`src/rtl/fdiv.sv`:
```
// fdiv: iterative IEEE-754 single-precision divider, y = x1 / x2.
// Radix-2 restoring mantissa division, one quotient bit per cycle.
// Denormals flush to zero and the result is truncated toward zero.
// Fixed latency: done pulses in the cycle after the 27th rising edge
// that follows the accepting edge.
module fdiv (
    input  logic        clk,
    input  logic        rstn,
    input  logic        start,
    input  logic [31:0] x1,
    input  logic [31:0] x2,
    output logic        ready,
    output logic        done,
    output logic [31:0] y
);

    typedef enum logic [1:0] {
        IDLE,
        DIV,
        NORM
    } state_t;

    state_t state;
    state_t state_nxt;

    // Operation context captured on the accepting edge
    logic               sgn;
    logic [23:0]        m2;
    logic signed [9:0]  e;
    logic               spec;
    logic [31:0]        spec_val;

    // Iteration state
    logic [25:0]        rem;
    logic [24:0]        q;
    logic [4:0]         cnt;
    logic               norm_ph;
    logic [31:0]        res;

    // Operand classification (raw exponent field 0 = zero, 255 = inf/NaN)
    logic               x1_zero;
    logic               x1_inf;
    logic               x1_nan;
    logic               x2_zero;
    logic               x2_inf;
    logic               x2_nan;
    logic               s_in;
    logic               spec_hit;
    logic [31:0]        spec_res;
    logic signed [9:0]  e_in;

    // Divider step and normalisation
    logic               qbit;
    logic [24:0]        rem_dif;
    logic signed [9:0]  ef;
    logic [22:0]        frac;
    logic [31:0]        norm_res;

    // Classify the incoming operands and pick the special-case result
    always_comb begin
        x1_zero  = (x1[30:23] == 8'h00);
        x1_inf   = (x1[30:23] == 8'hFF) && (x1[22:0] == 23'h0);
        x1_nan   = (x1[30:23] == 8'hFF) && (x1[22:0] != 23'h0);
        x2_zero  = (x2[30:23] == 8'h00);
        x2_inf   = (x2[30:23] == 8'hFF) && (x2[22:0] == 23'h0);
        x2_nan   = (x2[30:23] == 8'hFF) && (x2[22:0] != 23'h0);
        s_in     = x1[31] ^ x2[31];
        e_in     = $signed(10'({2'b00, x1[30:23]}) - 10'({2'b00, x2[30:23]}) + 10'd127);
        spec_hit = 1'b0;
        spec_res = '0;
        if (x1_nan || x2_nan || (x1_zero && x2_zero) || (x1_inf && x2_inf)) begin
            spec_hit = 1'b1;
            spec_res = 32'h7FC0_0000;
        end else if (x1_inf || x2_zero) begin
            spec_hit = 1'b1;
            spec_res = {s_in, 8'hFF, 23'h0};
        end else if (x1_zero || x2_inf) begin
            spec_hit = 1'b1;
            spec_res = {s_in, 31'h0};
        end
    end

    // One restoring-division step on the current remainder
    always_comb begin
        qbit    = (rem >= {2'b00, m2});
        rem_dif = rem[24:0];
        if (qbit) begin
            rem_dif = 25'(rem - {2'b00, m2});
        end
    end

    // Normalise the quotient, then clamp to inf/zero on exponent overflow/underflow
    always_comb begin
        if (q[24]) begin
            frac = q[23:1];
            ef   = e;
        end else begin
            frac = q[22:0];
            ef   = e - 10'sd1;
        end
        if (ef >= 10'sd255) begin
            norm_res = {sgn, 8'hFF, 23'h0};
        end else if (ef <= 10'sd0) begin
            norm_res = {sgn, 31'h0};
        end else begin
            norm_res = {sgn, ef[7:0], frac};
        end
    end

    // State register
    always_ff @(posedge clk or negedge rstn) begin
        if (!rstn) begin
            state <= IDLE;
        end else begin
            state <= state_nxt;
        end
    end

    // Next-state logic and ready
    always_comb begin
        state_nxt = state;
        ready     = 1'b0;
        case (state)
            IDLE: begin
                ready = 1'b1;
                if (start) begin
                    state_nxt = DIV;
                end
            end
            DIV: begin
                if (cnt == 5'd24) begin
                    state_nxt = NORM;
                end
            end
            NORM: begin
                if (norm_ph) begin
                    state_nxt = IDLE;
                end
            end
            default: state_nxt = IDLE;
        endcase
    end

    // Datapath: capture, iterate, normalise, publish
    // NORM spends two cycles: the first registers the normalised/special
    // result, the second drives y and done; this sets the 27-cycle latency.
    always_ff @(posedge clk or negedge rstn) begin
        if (!rstn) begin
            sgn      <= 1'b0;
            m2       <= '0;
            e        <= '0;
            spec     <= 1'b0;
            spec_val <= '0;
            rem      <= '0;
            q        <= '0;
            cnt      <= '0;
            norm_ph  <= 1'b0;
            res      <= '0;
            done     <= 1'b0;
            y        <= '0;
        end else begin
            done <= 1'b0;
            case (state)
                IDLE: begin
                    if (start) begin
                        sgn      <= s_in;
                        m2       <= {1'b1, x2[22:0]};
                        e        <= e_in;
                        spec     <= spec_hit;
                        spec_val <= spec_res;
                        rem      <= {2'b01, x1[22:0]};
                        q        <= '0;
                        cnt      <= '0;
                        norm_ph  <= 1'b0;
                    end
                end
                DIV: begin
                    rem <= {rem_dif, 1'b0};
                    q   <= {q[23:0], qbit};
                    cnt <= cnt + 5'd1;
                end
                NORM: begin
                    if (!norm_ph) begin
                        res     <= spec ? spec_val : norm_res;
                        norm_ph <= 1'b1;
                    end else begin
                        y       <= res;
                        done    <= 1'b1;
                        norm_ph <= 1'b0;
                    end
                end
                default: ;
            endcase
        end
    end

endmodule

```
`config.mk`:
```
export PLATFORM = sky130hd
export DESIGN_NAME = fdiv
export DESIGN_NICKNAME = d
export VERILOG_FILES = /design/src/rtl/fdiv.sv
export SDC_FILE = /design/constraint.sdc
export NUM_CORES = 1
export LEC_CHECK = 0
export ABC_AREA = 1
export CELL_PAD_IN_SITES_DETAIL_PLACEMENT = 1
export CELL_PAD_IN_SITES_GLOBAL_PLACEMENT = 1
export CORE_MARGIN = 2
export CORE_UTILIZATION = 30
export CTS_BUF_LIST = sky130_fd_sc_hd__clkbuf_4 sky130_fd_sc_hd__clkbuf_8 sky130_fd_sc_hd__clkbuf_16
export DETAILED_ROUTE_END_ITERATION = 10
export PLACE_DENSITY = 0.64
export SETUP_SLACK_MARGIN = 0.1
export SLEW_MARGIN = 20
export SYNTH_ARGS = -nofsm -noshare
export SYNTH_HDL_FRONTEND = slang
export SYNTH_SLANG_ARGS = --single-unit
export TNS_END_PERCENT = 30
```
`constraint.sdc`:
```
create_clock -name clk -period 2.26 [get_ports clk]
set_input_delay 0.452 -clock clk [delete_from_list [all_inputs] [get_ports clk]]
set_output_delay 0.452 -clock clk [all_outputs]
set_load 0.01 [all_outputs]
```
==> metrics.log, run 1 <==
INFO  metric status = finished clean
INFO  metric timing.final.hold_violations = 0
INFO  metric worst_slack = 0.0705 ns
INFO  metric maxClockFrequency = 0.457 GHz
INFO  metric yosys-top-cells-count = nand2_1 (362), inv_1 (222), dfrtp_1 (163)
INFO  metric synth_top_cell_by_area = dfrtp_1
INFO  metric routabilityCongestion = 0.860
INFO  metric grt_pass1_vias = 9,629
INFO  metric cts.htree.levels = 4
INFO  metric design.die.area = 0.0349 mm2
INFO  metric area_growth_synth_to_finish = 37.6%
INFO  metric worstSetupStartpoint = rem[13]$_DFFE_PN0P_
INFO  metric postSynth.asyncResetShare = 100%
INFO  metric place.port_buffers = 100
INFO  metric grt_pass1_wl = 50.1 mm
INFO  metric number_of_enable_type_register_cells_in_the_synthesized_netlist = 0
INFO  metric start_util = 30.7%
INFO  metric cts_tree = built
INFO  metric antenna_violations_before_repair = 0
INFO  metric synth_warnings = 0
INFO  metric cts.root.buffer_cell = clkbuf_16
INFO  metric worst_slew_pin_slew = 0.542 ns
INFO  metric synth.top_cells.by_area = dfrtp_1 (41%), nand2_1 (14%), inv_1 (8.3%)
INFO  metric min_from = y[16]$_DFFE_PN0P_
INFO  metric synth_cells = 1,365
INFO  metric pre_cts_setup_slack = -0.554 ns
INFO  metric slew_headroom = 63.5%
INFO  metric worst_ep_arrival_time = 2.54 ns
INFO  metric timing_max_transition_violations_final = 0
INFO  metric start_kind = register
INFO  metric grt_setup_unrepaired = true
INFO  metric die_x = 187 um
INFO  metric antenna-diode-count = 0
INFO  metric reg2reg_from = rem[13]$_DFFE_PN0P_
INFO  metric max-cap-violations = 0
INFO  metric final.setup_skew = 0.00760 ns
INFO  metric clock_sink_count = 163
INFO  metric synth_most_common_cell = nand2_1
INFO  metric postRouteWirelength = 31.7 mm
INFO  metric period_minus_slack = 2.19 ns
INFO  metric final-setup-viol-count = 0
INFO  metric cts.path.max_buffers = 2
INFO  metric endpoint_required_time_on_the_critical_path = 2.62 ns
INFO  metric critical_path.endpoint_type = register
INFO  metric ioPinCount = 101
INFO  metric cts_buffers = 17
INFO  metric final_layout_size_suffix_gt1_share = 22.7%
INFO  metric post-route-period-util = 96.9%
INFO  metric power_per_cell_area = 1530 mW/mm2
INFO  metric critPathMaxFanout = 8
INFO  metric num-nets-final = 1,648
INFO  metric place.detailed.hpwl = 23.1 mm
INFO  metric synth-seq-cells = 163
INFO  metric design.core.area = 0.0327 mm2
INFO  metric hp-class = reg2reg
INFO  metric maximum_number_of_pins_on_one_net_before_global_route_repair = 66
INFO  metric drt_first_pass_iters = 4
INFO  metric synthDistinctLibCells = 45
INFO  metric leakage = 6.62 nW
INFO  metric wire_length_per_cell_after_detailed_routing = 15.9 um
INFO  metric core_occupancy_in_the_finished_layout = 42.2%
INFO  metric global_route.overflow_total = 0
INFO  metric synth_ff_type = dfrtp_1
INFO  metric synth.avg_cell_area = 7.34 um2
INFO  metric yosys.area.top_type_share = 40.7%
INFO  metric critical_path_class = reg2reg
INFO  metric chipHeight = 187 um
INFO  metric worst_ir_drop_vdd = 0.000647 V
INFO  metric grt_util_all_layers = 17.8%
INFO  metric clkTransAtPathRegs = 0.07 ns
INFO  metric synth.net_count = 1,470
INFO  metric drt_iter0_drc = 456
INFO  metric finalPower = 0.0211 W
INFO  metric route.vias.total = 9,445
INFO  metric drc_errors = 0
INFO  metric drt-vias-per-instance = 4.73
INFO  metric core.rowCount = 66
INFO  metric antenna_violating_nets_post_route = 0
INFO  metric clk_latency = 0.44 ns
INFO  metric seq_area_frac_synth = 40.7%
INFO  metric synth.cell_area = 0.0100 mm2
registers in the layout, summed over array words and instances (netlist names):
signal and flops:
spec 1, m2 24, spec_val 3, sgn 1
q 25, state 2, norm_ph 1, done 1
y 32, e 10, res 32, cnt 5
rem 26
per-stage QoR:
| step | cells | setup TNS, ns | area [um2] | hold slack (ns) |
|---|---|---|---|---|
| after global routing | 1998 | -0.631 | 13800 | 0.505 |
| after CTS | 1980 | 0 | 12900 | 0.477 |
| after detailed placement | 1943 | -4.53 | 12100 | 0.429 |
| after global placement | 1943 | -2.84 | 12100 | 0.424 |
| after floorplan | 1365 | 0 | 10000 | 0.156 |
| final | 1998 | 0 | 13800 | 0.472 |
report_power, final:
group | internal (W) | total, W | switching [W]
Clock | 0.00165 | 0.00297 | 0.00132
Sequential | 0.00384 | 0.00462 | 0.000777
Combinational | 0.00574 | 0.0135 | 0.00773
Total | 0.0112 | 0.0211 | 0.00983
cells by family after synthesis:
group	after synthesis	synth area share, %
compound gates	235	14.1
xor+xnor	25	2.26
fa+ha+maj	38	4.89
buf+inv	278	10.9
flops	163	40.7
mux	2	0.200
simple gates	624	26.9
what timing repair did:
| item | in CTS | in global routing |
|---|---|---|
| resized for setup | 36 | 192 |
| endpoints found under the hold margin | 39 | 0 |
| endpoints found under the setup margin | 32 | 64 |
| gates cloned | 0 | 4 |
| pin swaps | 10 | 64 |
| hold buffers | 1 | 0 |
| setup buffers | 4 | 14 |
worst paths after layout:
kind                                       end  slack (ns)  cells after the start
min in group asynchronous   m2[13]$_DFFE_PN0P_        0.54                      2
setup reg to reg           rem[18]$_DFFE_PN0P_        0.07                     12
setup / recovery           rem[18]$_DFFE_PN0P_        0.07                     12
hold / removal               y[16]$_DFFE_PN0P_        0.47                      2
hold reg to reg              y[16]$_DFFE_PN0P_        0.47                      2
max in group asynchronous    q[12]$_DFFE_PN0P_        1.09                      3
layer usage:
metal,part of all wire [%],GRT usage (%)
met4,1.8,5.16
met3,3.4,2.65
met1,51,25.8
met2,44,27.4
met5,0,0
area by class of cell:
class / instances / area (um2)
sequential: 163 / 4090
clock buffer: 21 / 474
timing repair buffer: 208 / 2020
fill: 4001 / 18900
clock inverter: 11 / 116
inverter: 228 / 858
multi-input combinational: 925 / 5690
tap: 442 / 553
worst max-delay path: stages, from the launching register on:
cell,delay (ns)
dfrtp_1,0.43
ha_4,0.29
nand2_2,0.06
nand2_2,0.07
o21bai_4,0.18
nand2_2,0.08
nand2_2,0.07
a21oi_4,0.18
nand3_4,0.20
clkbuf_16,0.23
nand2_2,0.07
nand3_1,0.06
a21boi_1,0.18
layout by cell type, fill, tap and decap left out, types with 25 or more instances in the layout:
cell type        count
inv_1              201
o21bai_1            25
nor2_1              78
nand3_1             59
nand4_1             49
nand2_2             35
dfrtp_1            158
a21oi_1             31
o21ai_0             80
clkdlybuf4s50_1     93
o21ai_2             26
nand2_1            319
buf_4               91
(Power assumes the default switching activity.)
==> inputs of run 2 (changes only) <==
--- a/config.mk
+++ b/config.mk
@@ -12,6 +12,7 @@
 export CORE_UTILIZATION = 30
 export CTS_BUF_LIST = sky130_fd_sc_hd__clkbuf_4 sky130_fd_sc_hd__clkbuf_8 sky130_fd_sc_hd__clkbuf_16
 export DETAILED_ROUTE_END_ITERATION = 10
+export GPL_TIMING_DRIVEN = 0
 export PLACE_DENSITY = 0.64
 export SETUP_SLACK_MARGIN = 0.1
 export SLEW_MARGIN = 20
==> run 2 against run 1 <==
  * Global-route usage up 1.0 points
  * Cell count down 1.1%
  * Critical path type unchanged
  * Final area is 2.2% lower
  * First-iteration DRC count shrank 1.1%
  * Critical endpoint is now rem[25]$_DFFE_PN0P_
  * Worst setup slack lost 0.058 ns
  * Hold slack got worse by 0.024 ns
==> metrics.log, run 2 (synthesized netlist as in run 1, its figures left out) <==
INFO  metric start_util = 30.7% (unchanged)
INFO  metric endpoint_required_time_on_the_critical_path = 2.63 ns (about the same)
INFO  metric critical_path.endpoint_type = register
INFO  metric drt_first_pass_iters = 4 (unchanged)
INFO  metric cts.htree.levels = 4 (unchanged)
INFO  metric antenna_violating_nets_post_route = 0 (unchanged)
INFO  metric global_route.overflow_total = 0 (unchanged)
INFO  metric cts_tree = built
INFO  metric start_kind = register
INFO  metric slew_headroom = 44.3% (-19 points)
INFO  metric cts_buffers = 17 (unchanged)
INFO  metric clk_latency = 0.44 ns (about the same)
INFO  metric period_minus_slack = 2.25 ns (+0.0581 ns)
INFO  metric hp-class = in2async
INFO  metric drt-vias-per-instance = 4.79 (+1.3%)
INFO  metric crit_chain = ha_4 > fa_2 > inv_2 > nand4_1 > nand3b_1 > nand2_2 > nand3_4 > buf_8 > buf_8 > nand2_2 > nand2_1 > nand3_1 > nand2_1
INFO  metric final-setup-viol-count = 0 (unchanged)
INFO  metric power_per_cell_area = 1530 mW/mm2 (about the same)
INFO  metric wire_length_per_cell_after_detailed_routing = 16.6 um (+4.9%)
INFO  metric core_occupancy_in_the_finished_layout = 41.2% (-0.93 points)
INFO  metric postRouteWirelength = 32.9 mm (+3.8%)
INFO  metric design.core.area = 0.0327 mm2 (unchanged)
INFO  metric grt_pass1_vias = 9,635 (+0.062%)
INFO  metric ioPinCount = 101 (unchanged)
INFO  metric crit_path_top_delay_cell = dfrtp_1
INFO  metric chipHeight = 187 um (unchanged)
INFO  metric routabilityCongestion = 0.823 (-4.3%)
INFO  metric holdWs = 0.448 ns (-0.0241 ns)
INFO  metric clock_sink_count = 163 (unchanged)
INFO  metric biggest_regs = res: 32 flops, y: 32 flops, rem: 26 flops
INFO  metric place.detailed.hpwl = 24.7 mm (+6.8%)
INFO  metric status = finished clean
INFO  metric num-nets-final = 1,627 (-1.3%)
INFO  metric design.die.area = 0.0349 mm2 (unchanged)
INFO  metric post_dp_cell_area = 0.0116 mm2 (-4.0%)
INFO  metric fin_area = 0.0135 mm2 (-2.2%)
INFO  metric cp_top_family = simple AND/OR/NAND/NOR gates
INFO  metric drc_errors = 0 (unchanged)
INFO  metric grt_util_all_layers = 18.8% (+1.0 points)
INFO  metric drt_iter0_drc = 451 (-1.1%)
INFO  metric cts.path.max_buffers = 2 (unchanged)
INFO  metric grt_pass1_wl = 52.4 mm (+4.7%)
INFO  metric layout_commonest_cell = nand2_1
INFO  metric timing.final.hold_violations = 0 (unchanged)
INFO  metric cts.root.buffer_cell = clkbuf_16
INFO  metric antenna_violations_before_repair = 1 (+1)
INFO  metric critical_path_class = reg2reg
INFO  metric core.rowCount = 66 (unchanged)
INFO  metric critPathMaxFanout = 6 (-2)
INFO  metric worst_ir_drop_vdd = 0.000656 V (+1.3%)
INFO  metric worst-path-buf-inv = 3 (+2)
INFO  metric final.setup_skew = 0.0123 ns (+0.00472 ns)
INFO  metric worst_ep_arrival_time = 2.62 ns (+0.08 ns)
INFO  metric timing_max_transition_violations_final = 0 (unchanged)
INFO  metric finalPower = 0.0206 W (-2.3%)
INFO  metric leakage = 6.40 nW (-3.3%)
INFO  metric area_growth_synth_to_finish = 34.5%
INFO  metric top_library_cells_by_usage_in_the_layout_fill_and_taps_aside = nand2_1 (327), inv_1 (206), dfrtp_1 (158)
INFO  metric place.port_buffers = 100 (unchanged)
INFO  metric antenna-diode-count = 0 (unchanged)
INFO  metric final_layout_size_suffix_gt1_share = 18.9% (-3.8 points)
INFO  metric worst_slew_pin_slew = 0.836 ns (+0.294 ns)
INFO  metric maxClockFrequency = 0.445 GHz (-2.6%)
INFO  metric route.vias.total = 9,469 (+0.25%)
INFO  metric worst_path_largest_cell_delay = 0.44 ns (about the same)
INFO  metric grt_setup_unrepaired = true
INFO  metric post-route-period-util = 99.5% (+2.6 points)
INFO  metric max-cap-violations = 0 (unchanged)
INFO  metric maximum_number_of_pins_on_one_net_before_global_route_repair = 76 (+15%)
INFO  metric die_x = 187 um (unchanged)
INFO  metric clkTransAtPathRegs = 0.07 ns (about the same)
[run 2: cell count changes in the layout (fill, tap and decap cells not counted), sizes merged]
cell           change
bufinv             +1
clkdlybuf4s50      -2
inv                +1
dlygate4sd2        -1
clkinvlp           -2
clkbuf            +36
clkinv             +2
clkdlybuf4s15      -1
dlymetal6s2s       +4
buf               -59
[run 2: path summary, 6_finish.rpt]
kind / from / to / slack [ns] / cells past startpoint
worst max-delay path: m2[0]$_DFFE_PN0P_ / rem[25]$_DFFE_PN0P_ / 0.01 / 13
worst min-delay path: rstn / m2[12]$_DFFE_PN0P_ / 0.45 / 2
worst max register to register: m2[0]$_DFFE_PN0P_ / rem[25]$_DFFE_PN0P_ / 0.01 / 13
worst min register to register: y[12]$_DFFE_PN0P_ / y[12]$_DFFE_PN0P_ / 0.47 / 2
max in group asynchronous: rstn / res[0]$_DFFE_PN0P_ / 0.79 / 4
min in group clk: y[12]$_DFFE_PN0P_ / y[12]$_DFFE_PN0P_ / 0.47 / 2
[run 2: stage by stage]
stage	TNS, ns	std cells	worst slack [ns]
global route	-1.03	1977	-0.0980
finish	0	1977	0.0124
global placement	-1078.11	1907	-6.51
CTS	-0.00551	1950	-0.00551
floorplan	0	1365	0.127
detailed placement	-22.02	1909	-0.610
[run 2: repair_timing]
action / 4_1_cts / 5_1_grt
endpoints found under the hold margin: 15 / 0
hold buffers: 1 / 0
gates cloned: 0 / 4
pin swaps: 6 / 58
endpoints found under the setup margin: 87 / 121
gates resized for setup: 93 / 139
setup buffers: 8 / 23
[run 2: metal layers]
metal / share of wire (%) / track usage, %
met5: 0 / 0
met2: 43 / 27.8
met3: 3.8 / 2.82
met4: 1.4 / 4.27
met1: 52 / 28.6
[run 2: area by class of cell]
class / count / area, um2
fillers: 3967 / 19200
flip-flops and latches: 163 / 4090
clock buffers: 19 / 447
inverters: 228 / 858
plain buffers: 50 / 297
multi-input cells: 925 / 5700
well taps: 442 / 553
repair buffers: 137 / 1390
clock inverters: 13 / 165
[run 2: worst register-to-register path: cells and delay by family, from the launching register on]
family        cells  cell delay [ns]
fa+ha+maj         2             0.62
buf+inv           3             0.33
flops             1             0.44
simple gates      8             0.78
[run 2: power by group]
part           switching (W)  total, W  leakage (nW)  internal (W)
clock network        0.00137   0.00309         0.300       0.00172
logic                0.00762    0.0129          4.00       0.00523
registers           0.000786   0.00463          2.10       0.00384
total                0.00978    0.0206          6.40        0.0108
==> inputs of run 3 (changes only) <==
--- a/config.mk
+++ b/config.mk
@@ -8,6 +8,7 @@
 export ABC_AREA = 1
 export CELL_PAD_IN_SITES_DETAIL_PLACEMENT = 1
 export CELL_PAD_IN_SITES_GLOBAL_PLACEMENT = 1
+export CORE_ASPECT_RATIO = 1.75
 export CORE_MARGIN = 2
 export CORE_UTILIZATION = 30
 export CTS_BUF_LIST = sky130_fd_sc_hd__clkbuf_4 sky130_fd_sc_hd__clkbuf_8 sky130_fd_sc_hd__clkbuf_16
==> run 3 against run 2 <==
  * Highest routed layer unchanged
  * Clock skew grew 0.0023 ns
  * Utilization shrank 0.082 points
  * Sequential share of layout area decreased by 0.13 points
==> metrics.log, run 3 (synthesized netlist as in run 1, its figures left out) <==
INFO  metric status = finished clean
INFO  metric routabilityCongestion = 0.907 (+10%)
INFO  metric max-cap-violations = 0 (unchanged)
INFO  metric post-route-period-util = 98.4% (-1.1 points)
INFO  metric fin_area = 0.0136 mm2 (+0.47%)
INFO  metric drc_errors = 0 (unchanged)
INFO  metric critPathMaxFanout = 5 (-1)
INFO  metric grt_pass1_wl = 54.0 mm (+3.1%)
INFO  metric power_per_cell_area = 1550 mW/mm2 (+1.8%)
INFO  metric slew_headroom = 47.1% (+2.8 points)
INFO  metric worst_ep_arrival_time = 2.57 ns (-0.05 ns)
INFO  metric cts_buffers = 17 (unchanged)
INFO  metric antenna_violations_before_repair = 0 (-1)
INFO  metric clk_latency = 0.44 ns (about the same)
INFO  metric biggest_regs = res: 32 flops, y: 32 flops, rem: 26 flops
INFO  metric worst_ir_drop_vdd = 0.000645 V (-1.7%)
INFO  metric drt-vias-per-instance = 4.97 (+3.7%)
INFO  metric cts.htree.levels = 4 (unchanged)
INFO  metric die_x = 142 um (-24%)
INFO  metric core_occupancy_in_the_finished_layout = 41.2% (-0.082 points)
INFO  metric drt_iter0_drc = 285 (-37%)
INFO  metric maxClockFrequency = 0.450 GHz (+1.1%)
INFO  metric finalPower = 0.0210 W (+2.2%)
INFO  metric area_growth_synth_to_finish = 35.2%
INFO  metric global_route.overflow_total = 0 (unchanged)
INFO  metric internal_power = 0.0111 W (+2.6%)
INFO  metric antenna_violating_nets_post_route = 0 (unchanged)
INFO  metric number_of_fill_cells_in_the_layout = 3,961 (-0.15%)
INFO  metric cts.path.max_buffers = 2 (unchanged)
INFO  metric final.setup_skew = 0.0147 ns (+0.00234 ns)
INFO  metric cts.root.buffer_cell = clkbuf_16
INFO  metric critical_path.endpoint_type = register
INFO  metric grt_pass1_vias = 10,429 (+8.2%)
INFO  metric power_frac_seq = 22.2% (-0.3 points)
INFO  metric top_library_cells_by_usage_in_the_layout_fill_and_taps_aside = nand2_1 (321), inv_1 (204), dfrtp_1 (157)
INFO  metric totalNegativeSetupSlack = 0 ns (unchanged)
INFO  metric ioPinCount = 101 (unchanged)
INFO  metric worst_slew_pin_slew = 0.793 ns (-0.0425 ns)
INFO  metric grt_util_all_layers = 20.0% (+1.3 points)
INFO  metric start_util = 30.4% (-0.21 points)
INFO  metric grt_setup_unrepaired = true
INFO  metric postRouteWirelength = 34.5 mm (+4.9%)
INFO  metric endpoint_required_time_on_the_critical_path = 2.60 ns (-0.03 ns)
INFO  metric core.rowCount = 88 (+33%)
INFO  metric multi_input_gate_area = 0.00581 mm2 (+1.9%)
INFO  metric area_taken_by_flip_flops_and_latches = 0.00409 mm2 (about the same)
INFO  metric maximum_number_of_pins_on_one_net_before_global_route_repair = 93 (+22%)
INFO  metric design.die.area = 0.0350 mm2 (+0.16%)
INFO  metric post_dp_cell_area = 0.0116 mm2 (-0.63%)
INFO  metric hp-class = reg2reg
INFO  metric switching_share = 47.4% (-0.16 points)
INFO  metric antenna-diode-count = 0 (unchanged)
INFO  metric design.core.area = 0.0329 mm2 (+0.67%)
INFO  metric period_minus_slack = 2.22 ns (-0.0242 ns)
INFO  metric wire_length_per_cell_after_detailed_routing = 17.7 um (+6.6%)
INFO  metric layoutNonFillerInstCount = 1,945 (-1.6%)
INFO  metric r2r_slack = 0.04 ns (+0.02 ns)
INFO  metric critical_path_class = reg2reg
INFO  metric pwr-share-comb = 63.3% (+0.8 points)
INFO  metric start_kind = register
INFO  metric cts_tree = built
INFO  metric final_layout_size_suffix_gt1_share = 20.4% (+1.5 points)
INFO  metric timing_max_transition_violations_final = 0 (unchanged)
INFO  metric clkTransAtPathRegs = 0.07 ns (about the same)
INFO  metric drt_first_pass_iters = 4 (unchanged)
INFO  metric timing.final.hold_violations = 0 (unchanged)
INFO  metric route.vias.total = 9,660 (+2.0%)
INFO  metric layout_commonest_cell = nand2_1
INFO  metric chipHeight = 246 um (+32%)
INFO  metric power.clock.fraction = 14.6% (-0.4 points)
INFO  metric placed_cells = 1,871 (-2.0%)
INFO  metric place.detailed.hpwl = 26.9 mm (+9.0%)
INFO  metric place.port_buffers = 100 (unchanged)
INFO  metric clock_sink_count = 163 (unchanged)
INFO  metric leakage = 6.40 nW (about the same)
INFO  metric net_sw_power = 0.00997 W (+1.9%)
INFO  metric num-nets-final = 1,632 (+0.31%)
INFO  metric final-setup-viol-count = 0 (unchanged)
run 3: cell types whose count changed in the layout (fill, tap and decap cells not counted), sizes merged, moves of 3 or more:
cell          change
buf               +7
clkinvlp          +3
dlygate4sd2       +3
dlymetal6s2s      -5
inv               -5
run 3: what timing repair did:
action / in CTS / in global routing
gates resized for setup: 153 / 118
hold endpoints to repair: 14 / 0
buffers inserted: 13 / 28
setup endpoints to repair: 82 / 125
hold buffers: 1 / 0
pin swaps: 43 / 68
gates cloned: 2 / 2
run 3: metal layers:
metal	share of wire [%]	track usage (%)
met1	34	18.9
met2	57	39.7
met3	1.8	2.36
met4	6.8	12.9
met5	0	0
run 3: worst max-delay path, stage by stage, from the launching register on:
cell      delay (ns)
dfrtp_1         0.40
inv_2           0.11
ha_4            0.23
nand2_2         0.08
nand2_2         0.06
o21bai_4        0.17
nand2_2         0.08
nand2_4         0.06
a21oi_4         0.23
nand3_4         0.12
buf_6           0.15
buf_8           0.14
nand3_2         0.06
nand3_2         0.10
nand2_2         0.11
inv_2           0.03
run 3: power groups by stage:
stage	Clock, W	Combinational (W)	Sequential [W]
final	0.00307	0.0133	0.00466
after global routing	0.00325	0.0147	0.00477
after CTS	0.00313	0.0119	0.00463
after detailed placement	0	0.00992	0.00457
after global placement	0	0.00965	0.00456
after floorplan	0	0.00709	0.00432
run 3: area by class of cell:
cell class,instances,share of cell area [%]
multi-input cells,925,42.8
clock inverters,11,1.12
flip-flops and latches,163,30.2
inverters,228,6.35
plain buffers,48,2.06
repair buffers,144,10.3
well taps,405,3.74
clock buffers,21,3.41
run 3: path summary, 6_finish.rpt:
| kind | from | endpoint | depth (start not counted) |
|---|---|---|---|
| min in group asynchronous | rstn | m2[4]$_DFFE_PN0P_ | 2 |
| worst min-delay path | y[16]$_DFFE_PN0P_ | y[16]$_DFFE_PN0P_ | 2 |
| worst max register to register | m2[13]$_DFFE_PN0P_ | rem[19]$_DFFE_PN0P_ | 15 |
| worst min register to register | y[16]$_DFFE_PN0P_ | y[16]$_DFFE_PN0P_ | 2 |
| worst max-delay path | m2[13]$_DFFE_PN0P_ | rem[19]$_DFFE_PN0P_ | 15 |
| max in group asynchronous | rstn | y[30]$_DFFE_PN0P_ | 3 |
run 3: stage by stage:
stage	hold slack (ns)	setup slack, ns
3_3_place_gp	0.441	-6.27
5_1_grt	0.485	-0.0879
2_1_floorplan	0.156	0.127
4_1_cts	0.474	-0.0283
6_report	0.467	0.0365
3_5_place_dp	0.452	-0.691
